[src/rtl/led_pattern_gen.sv]
// LED pattern generator: prescaled step tick driving binary, Gray, scanner and blink patterns.
// Latency: tick one cycle after prescaler wrap; leds one cycle after the step or mode change.
// No backpressure; en=0 freezes prescaler and pattern state. LED_PATTERN_PWM_EN adds duty gating.
module led_pattern_gen #(
    parameter int N_LEDS = 8,
    parameter int DIV    = 262144,
    parameter int PRE_W  = 18
) (
    input  logic              clk,
    input  logic              rst,
    input  logic              en,
    input  logic [1:0]        mode,
`ifdef LED_PATTERN_PWM_EN
    input  logic [7:0]        duty,
`endif
    output logic              tick,
    output logic [N_LEDS-1:0] leds
);

    localparam int POS_W = (N_LEDS > 2) ? $clog2(N_LEDS) : 1;
    localparam logic [PRE_W-1:0] PRE_LAST = PRE_W'(DIV - 1);
    localparam logic [POS_W-1:0] POS_LAST = POS_W'(N_LEDS - 1);

    logic [PRE_W-1:0]  pre;
    logic [N_LEDS-1:0] cnt;
    logic [POS_W-1:0]  pos;
    logic              dir;
    logic [N_LEDS-1:0] leds_q;
    logic [N_LEDS-1:0] leds_nxt;
    logic              step;

    // A step happens on the enabled cycle where the prescaler sits at its last value.
    assign step = en && (pre == PRE_LAST);

    // Prescaler, step tick and pattern state; all pattern state advances regardless of mode.
    always_ff @(posedge clk or posedge rst) begin
        if (rst) begin
            pre  <= '0;
            cnt  <= '0;
            pos  <= '0;
            dir  <= 1'b0;
            tick <= 1'b0;
        end else begin
            tick <= step;
            if (en) begin
                if (step) begin
                    pre <= '0;
                end else begin
                    pre <= pre + 1'b1;
                end
            end
            if (step) begin
                cnt <= cnt + 1'b1;
                if (!dir) begin
                    if (pos == POS_LAST) begin
                        dir <= 1'b1;
                        pos <= pos - 1'b1;
                    end else begin
                        pos <= pos + 1'b1;
                    end
                end else begin
                    if (pos == '0) begin
                        dir <= 1'b0;
                        pos <= pos + 1'b1;
                    end else begin
                        pos <= pos - 1'b1;
                    end
                end
            end
        end
    end

    // Pattern decode from the current mode and state.
    always_comb begin
        leds_nxt = '0;
        case (mode)
            2'd0:    leds_nxt = cnt;
            2'd1:    leds_nxt = cnt ^ (cnt >> 1);
            2'd2:    leds_nxt[pos] = 1'b1;
            default: leds_nxt = {N_LEDS{cnt[0]}};
        endcase
    end

    // Pattern register reloaded every cycle so mode changes show after one cycle.
    always_ff @(posedge clk or posedge rst) begin
        if (rst) begin
            leds_q <= '0;
        end else begin
            leds_q <= leds_nxt;
        end
    end

`ifdef LED_PATTERN_PWM_EN
    logic [7:0] pwm;
    logic       gate_q;

    // Free-running PWM counter and registered brightness gate; duty=255 means fully on.
    always_ff @(posedge clk or posedge rst) begin
        if (rst) begin
            pwm    <= '0;
            gate_q <= 1'b0;
        end else begin
            pwm    <= pwm + 1'b1;
            gate_q <= (pwm < duty) || (duty == 8'hFF);
        end
    end

    assign leds = leds_q & {N_LEDS{gate_q}};
`else
    assign leds = leds_q;
`endif

endmodule
[config.mk]
export PLATFORM = sky130hd
export DESIGN_NAME = led_pattern_gen
export DESIGN_NICKNAME = d
export VERILOG_FILES = /design/src/rtl/led_pattern_gen.sv
export SDC_FILE = /design/constraint.sdc
export NUM_CORES = 1
export LEC_CHECK = 0
export BUFFER_PORTS_ARGS = -buffer_cell sky130_fd_sc_hd__buf_2
export CAP_MARGIN = 0
export CORE_MARGIN = 2
export CORE_UTILIZATION = 42
export CTS_CLUSTER_SIZE = 14
export DETAILED_ROUTE_END_ITERATION = 8
export MAX_ROUTING_LAYER = met4
export PLACE_DENSITY = 0.56
export SETUP_SLACK_MARGIN = 0.05
export SLEW_MARGIN = 10
export SYNTH_ARGS = -nofsm -noshare
export SYNTH_HDL_FRONTEND = slang
export SYNTH_SLANG_ARGS = --single-unit
[constraint.sdc]
create_clock -name clk -period 3.1 [get_ports clk]
set_input_delay 0 -clock clk [delete_from_list [all_inputs] [get_ports clk]]
set_output_delay 0 -clock clk [all_outputs]
set_load 0.05 [all_outputs]
==> impl_metrics.env, run 1 <==
export IMPL_grtUsageTotal=0.157
export IMPL_critPathArrivalTime_ns=1.96
export IMPL_crit_path_end_kind="flip-flop"
export IMPL_io_buffers=13
export IMPL_slew_violations=0
export IMPL_switching_power_w=0.000295
export IMPL_switching_share=0.278
export IMPL_synth_fp_nets=211
export IMPL_ys_seq_elements=39
export IMPL_pwr_share_comb=0.127
export IMPL_synth_edf_count=0
export IMPL_finalSetupViolCount=0
export IMPL_gp_congestion=0.871
export IMPL_synth_distinct_cells=37
export IMPL_grt_ovfl_total=0
export IMPL_synth_warnings=0
export IMPL_crit_slowest_cell="dfrtp_1"
export IMPL_drc_errors=0
export IMPL_crit_family="simple AND/OR/NAND/NOR gates"
export IMPL_post_drt_wl_per_cell_um=13.5
export IMPL_num_antenna_cells=0
export IMPL_max_freq_ghz=0.560
export IMPL_synth_area_leaders="dfrtp_1, xnor2_1, ha_1, nor2_1, nand4_1"
export IMPL_post_place_ws_ns=1.31
export IMPL_syn_cell_area_mm2=0.00206
export IMPL_first_global_vias=1375
export IMPL_rsz0062_at_grt="no"
export IMPL_mostFrequentLayoutCell="dfrtp_1"
export IMPL_multi_input_area_um2=995
export IMPL_clock_sinks=39
export IMPL_crit_required_ns=3.27
export IMPL_syn_to_final_growth_pct=9.62
export IMPL_ys_seq_area_frac=0.475
export IMPL_ys_async_sr_fraction=1.00
export IMPL_path_clk_slew_ns=0.07
export IMPL_relSlewSlack=0.680
export IMPL_synthAdderAreaFrac=0.0670
export IMPL_p_seq_frac=0.565
export IMPL_path_buf_inv=0
export IMPL_core_mm2=0.00472
export IMPL_p_clk_frac=0.308
export IMPL_crit_path_max_fanout=15
export IMPL_grt_pass1_wl_um=6370
export IMPL_cts_root_buf="clkbuf_8"
export IMPL_grt_max_degree=40
export IMPL_finalCriticalPeriod_ns=1.79
export IMPL_synth_top_area_share=0.475
export IMPL_cts_setup_buffers=0
export IMPL_clock_latency_ns=0.29
export IMPL_drt_initial_drc_count=67
export IMPL_muxShareOfSynthArea=0.0353
export IMPL_rows=25
export IMPL_hold_ws_ns=0.106
export IMPL_cap_viol_max_count=0
export IMPL_ir_drop_mv=0.428
export IMPL_io_pins=14
export IMPL_numCtsBuffers=5
export IMPL_tightest_slew_ns=0.481
export IMPL_dieArea_mm2=0.00547
export IMPL_dp_hpwl_um=2590
export IMPL_drive_above_1_share=0.138
export IMPL_setup_ws_ns=1.31
export IMPL_fin_nets=225
export IMPL_synth_xor_area_frac=0.111
export IMPL_die_w_um=74.0
export IMPL_mostFrequentLayoutCells="dfrtp_1, xnor2_1, nor2_1"
export IMPL_synthSimpleGateAreaFrac=0.198
export IMPL_max_stage_delay_ns=0.41
export IMPL_fillers=433
export IMPL_vias=1424
export IMPL_h_tree_depth=2
export IMPL_hold_path_class="input port to flip-flop"
export IMPL_ant_nets=0
export IMPL_regArea_um2=976
export IMPL_synth_flop_cell="dfrtp_1"
export IMPL_die_h_um=74.0
export IMPL_finClkSkew_ns=0.00808
export IMPL_crit_chain="ha_1 > and3_1 > nor2b_1 > and3_4 > mux2_4"
export IMPL_crit_type="flip-flop to flip-flop"
export IMPL_clk_path_buf_depth=2
export IMPL_period_share=0.576
export IMPL_p_per_area_mw_per_mm2=471
export IMPL_cts_tree="yes"
export IMPL_routed_wl_um=3740
export IMPL_start_util=0.435
export IMPL_hold_violations=0
export IMPL_synth_compound_area_share=0.0724
export IMPL_antenna_found_initial=0
export IMPL_tns_ns=0
export IMPL_leakagePower_nw=1.05
export IMPL_syn_inst=195
export IMPL_status="complete, no violations"
export IMPL_cp_start_kind="flip-flop"
export IMPL_via_per_inst=5.14
export IMPL_avgSynthCellArea_um2=10.5
export IMPL_dr_pass1_iters=4
export IMPL_yosys_area_top_type="dfrtp_1"
export IMPL_p_int_w=0.000766
export IMPL_synth_top_family_by_area="simple AND/OR/NAND/NOR gates"
==> stage by stage <==
stage                util  power (W)  instances  area, um2
global route        0.477    0.00112        277       2250
detailed placement  0.455   0.000742        267       2150
global placement    0.455   0.000737        267       2150
CTS                 0.477    0.00108        277       2250
floorplan               -   0.000707        195       2060
finish              0.477    0.00106        277       2250
==> state kept, by name, indices dropped and copies added (netlist names) <==
signal,flops
pos,3
dir,1
cnt,8
leds,8
tick,1
pre,18
==> area by class of cell <==
class                           count  area share
Multi-Input combinational cell    142       0.441
Sequential cell                    39       0.433
Timing Repair Buffer               17      0.0444
Tap cell                           67      0.0372
Clock buffer                        5      0.0305
Clock inverter                      3     0.00666
Inverter                            4     0.00666
==> synth_stat cells, types with 5 or more instances <==
cell type,instances
dfrtp_1,39
xnor2_1,20
nor2_1,17
nand2_1,13
ha_1,11
nand3_1,11
nand4_1,10
a31oi_1,7
nor3_1,7
nor2b_1,6
xor2_1,6
clkbuf_1,5
==> worst register-to-register path, delay by kind of cell (launching register included) <==
family / cells / cell delay, ns
and+or+nand+nor: 3 / 0.77
DFF: 1 / 0.41
muxes: 1 / 0.32
adders and majority gates: 1 / 0.18
==> cell families after synthesis <==
kind of cell	count (synthesis)
AOI/OAI and AO/OA	21
buffers and inverters	14
adders and majority gates	11
muxes	6
DFF	39
and+or+nand+nor	78
xor gates and xnor gates	26
==> final timing paths <==
| path | startpoint | slack, ns | cells after the start | end |
|---|---|---|---|---|
| max in group asynchronous | rst | 2.40 | 4 | cnt[4]$_DFFE_PP0P_ |
| hold / removal | mode[1] | 0.11 | 2 | leds[7]$_DFF_PP0_ |
| setup / recovery | pre[0]$_DFFE_PP0P_ | 1.31 | 5 | cnt[1]$_DFFE_PP0P_ |
| min in group asynchronous | rst | 0.36 | 4 | tick$_DFF_PP0_ |
| setup reg to reg | pre[0]$_DFFE_PP0P_ | 1.31 | 5 | cnt[1]$_DFFE_PP0P_ |
| hold reg to reg | pre[16]$_DFFE_PP0P_ | 0.47 | 1 | pre[16]$_DFFE_PP0P_ |
==> layer usage <==
metal / vias up / global-route usage / share of wire
li1: 721 / - / -
met1: 686 / 0.206 / 0.51
met2: 13 / 0.240 / 0.46
met3: 4 / 0.0407 / 0.022
met4: 0 / 0.0485 / 0.013
met5: - / - / 0
==> power by group through the flow <==
stage	logic, W	registers, W	clock network (W)
floorplan	0.0000919	0.000615	0
global placement	0.000132	0.000605	0
detailed placement	0.000134	0.000608	0
CTS	0.000138	0.000598	0.000342
global route	0.000153	0.000607	0.000357
finish	0.000135	0.000600	0.000327
==> repair_timing <==
| item | 4_1_cts | 5_1_grt |
|---|---|---|
| hold endpoints to repair | 40 | 0 |
| hold buffers | 2 | 0 |
| resized for setup | 0 | 0 |
Power figures use the tool's default switching activity.
==> inputs of run 2 (changes only) <==
--- a/config.mk
+++ b/config.mk
@@ -12,7 +12,7 @@
 export CTS_CLUSTER_SIZE = 14
 export DETAILED_ROUTE_END_ITERATION = 8
 export MAX_ROUTING_LAYER = met4
-export PLACE_DENSITY = 0.56
+export PLACE_DENSITY = 0.58
 export SETUP_SLACK_MARGIN = 0.05
 export SLEW_MARGIN = 10
 export SYNTH_ARGS = -nofsm -noshare
==> constraint.sdc (replaced) <==
create_clock -name clk -period 1.6 [get_ports clk]
set_input_delay 0 -clock clk [delete_from_list [all_inputs] [get_ports clk]]
set_output_delay 0 -clock clk [all_outputs]
set_load 0.05 [all_outputs]
==> impl_metrics.env, run 2 (same netlist as run 1, synthesis figures left out) <==
export IMPL_dr_pass1_iters=4
export IMPL_largest_register_ffs=18
export IMPL_p_int_w=0.00179
export IMPL_p_seq_frac=0.474
export IMPL_clk_path_buf_depth=2
export IMPL_hold_violations=0
export IMPL_final_cell_count_no_fill=301
export IMPL_hold_path_class="input port to flip-flop"
export IMPL_crit_required_ns=1.78
export IMPL_core_mm2=0.00472
export IMPL_rsz0062_at_grt="yes"
export IMPL_period_share=0.982
export IMPL_routed_wl_um=4090
export IMPL_gp_congestion=0.794
export IMPL_p_per_area_mw_per_mm2=939
export IMPL_dp_hpwl_um=2840
export IMPL_syn_to_final_growth_pct=23.9
export IMPL_p_clk_frac=0.350
export IMPL_slew_violations=0
export IMPL_clock_sinks=39
export IMPL_fillers=420
export IMPL_rows=25
export IMPL_finClkSkew_ns=0.00597
export IMPL_crit_type="flip-flop to flip-flop"
export IMPL_drive_above_1_share=0.274
export IMPL_pwr_share_comb=0.176
export IMPL_max_freq_ghz=0.637
export IMPL_cts_root_buf="clkbuf_8"
export IMPL_cp_start_kind="flip-flop"
export IMPL_die_h_um=74.0
export IMPL_fin_nets=249
export IMPL_hold_ws_ns=0.108
export IMPL_finalCriticalPeriod_ns=1.57
export IMPL_antenna_found_initial=0
export IMPL_path_clk_slew_ns=0.07
export IMPL_mostFrequentLayoutCells="dfrtp_1, buf_4, xnor2_1"
export IMPL_numCtsBuffers=5
export IMPL_grtUsageTotal=0.179
export IMPL_cts_tree="yes"
export IMPL_finalSetupViolCount=0
export IMPL_critPathArrivalTime_ns=1.75
export IMPL_first_global_vias=1607
export IMPL_start_util=0.435
export IMPL_drt_initial_drc_count=54
export IMPL_crit_chain="ha_2 > ha_4 > o22a_1 > mux2_2 > a22o_1"
export IMPL_dieArea_mm2=0.00547
export IMPL_h_tree_depth=2
export IMPL_grt_pass1_wl_um=7270
export IMPL_via_per_inst=5.12
export IMPL_top_register="pre"
export IMPL_crit_path_end_kind="flip-flop"
export IMPL_cap_viol_max_count=0
export IMPL_numPlacedInstances=284
export IMPL_num_antenna_cells=0
export IMPL_drc_errors=0
export IMPL_relSlewSlack=0.681
export IMPL_crit_path_max_fanout=3
export IMPL_grt_max_degree=40
export IMPL_switching_share=0.251
export IMPL_grt_ovfl_total=0
export IMPL_io_pins=14
export IMPL_max_stage_delay_ns=0.41
export IMPL_vias=1541
export IMPL_switching_power_w=0.000599
export IMPL_ant_nets=0
export IMPL_crit_slowest_cell="dfrtp_1"
export IMPL_io_buffers=13
export IMPL_tns_ns=0
export IMPL_r2r_setup_slack_ns=0.03
export IMPL_post_drt_wl_per_cell_um=13.6
export IMPL_clock_latency_ns=0.29
export IMPL_status="complete, no violations"
export IMPL_tightest_slew_ns=0.478
export IMPL_mostFrequentLayoutCell="dfrtp_1"
export IMPL_ir_drop_mv=0.528
export IMPL_leakagePower_nw=1.20
export IMPL_die_w_um=74.0
[run 2: cell types whose count changed in the layout (fill, tap and decap cells not counted), moves of 2 or more]
cell      change
ha_1          -3
clkinv_2      -2
buf_6         +4
nor4_1        -2
buf_4        +20
ha_2          +2
[run 2: critical path, delay by kind of cell (launching register included)]
family | cells | cell delay [ns]
multiplexers | 1 | 0.28
AO/OA/AOI/OAI | 2 | 0.40
adder cells (fa/ha/maj) | 2 | 0.37
flip-flops | 1 | 0.41
[run 2: what timing repair did]
item	4_1_cts	5_1_grt
resized for setup	2	10
setup buffers	4	3
hold buffers	2	0
gates cloned	0	0
endpoints found under the hold margin	40	0
endpoints found under the setup margin	5	14
pin swaps	2	6
[run 2: path summary, 6_finish.rpt]
check / cells after the start / to / startpoint
min reg2reg: 1 / pre[16]$_DFFE_PP0P_ / pre[16]$_DFFE_PP0P_
min in group asynchronous: 4 / pos[2]$_DFFE_PP0P_ / rst
min: 2 / leds[3]$_DFF_PP0_ / mode[1]
max in group asynchronous: 4 / pre[17]$_DFFE_PP0P_ / rst
max: 5 / pos[2]$_DFFE_PP0P_ / pos[0]$_DFFE_PP0P_
max reg2reg: 5 / pos[2]$_DFFE_PP0P_ / pos[0]$_DFFE_PP0P_
[run 2: per-layer routing]
layer  GRT usage  vias to the layer above  wire length [um]
li1            -                      770                 -
met1       0.212                      738              1920
met2       0.292                       27              2000
met3      0.0393                        6               111
met4      0.0808                        0                61
met5           -                        -                 0
[run 2: stage by stage]
step                      instance area, um2  power (W)  utilization  setup WS, ns
after detailed placement                2290    0.00151        0.486        0.0441
after CTS                               2470    0.00239        0.523        0.0240
after global placement                  2290    0.00149        0.486        0.0701
after global routing                    2550    0.00252        0.539       -0.0125
after floorplan                         2080    0.00138            -        0.0377
final                                   2550    0.00239        0.539        0.0291
[run 2: power by group through the flow]
stage / combinational, W / clock [W] / sequential, W
floorplan: 0.000187 / 0 / 0.00119
CTS: 0.000388 / 0.000865 / 0.00113
global placement: 0.000344 / 0 / 0.00115
detailed placement: 0.000359 / 0 / 0.00115
finish: 0.000420 / 0.000837 / 0.00113
global route: 0.000470 / 0.000906 / 0.00115
[run 2: final cells by class]
| class | count | area (um2) | area share |
|---|---|---|---|
| Sequential cell | 39 | 976 | 0.383 |
| Clock buffer | 6 | 82.6 | 0.0324 |
| Clock inverter | 2 | 35.0 | 0.0138 |
| Timing Repair Buffer | 41 | 295 | 0.116 |
| Multi-Input combinational cell | 142 | 1060 | 0.416 |
| Tap cell | 67 | 83.8 | 0.0329 |
| Inverter | 4 | 15.0 | 0.00590 |
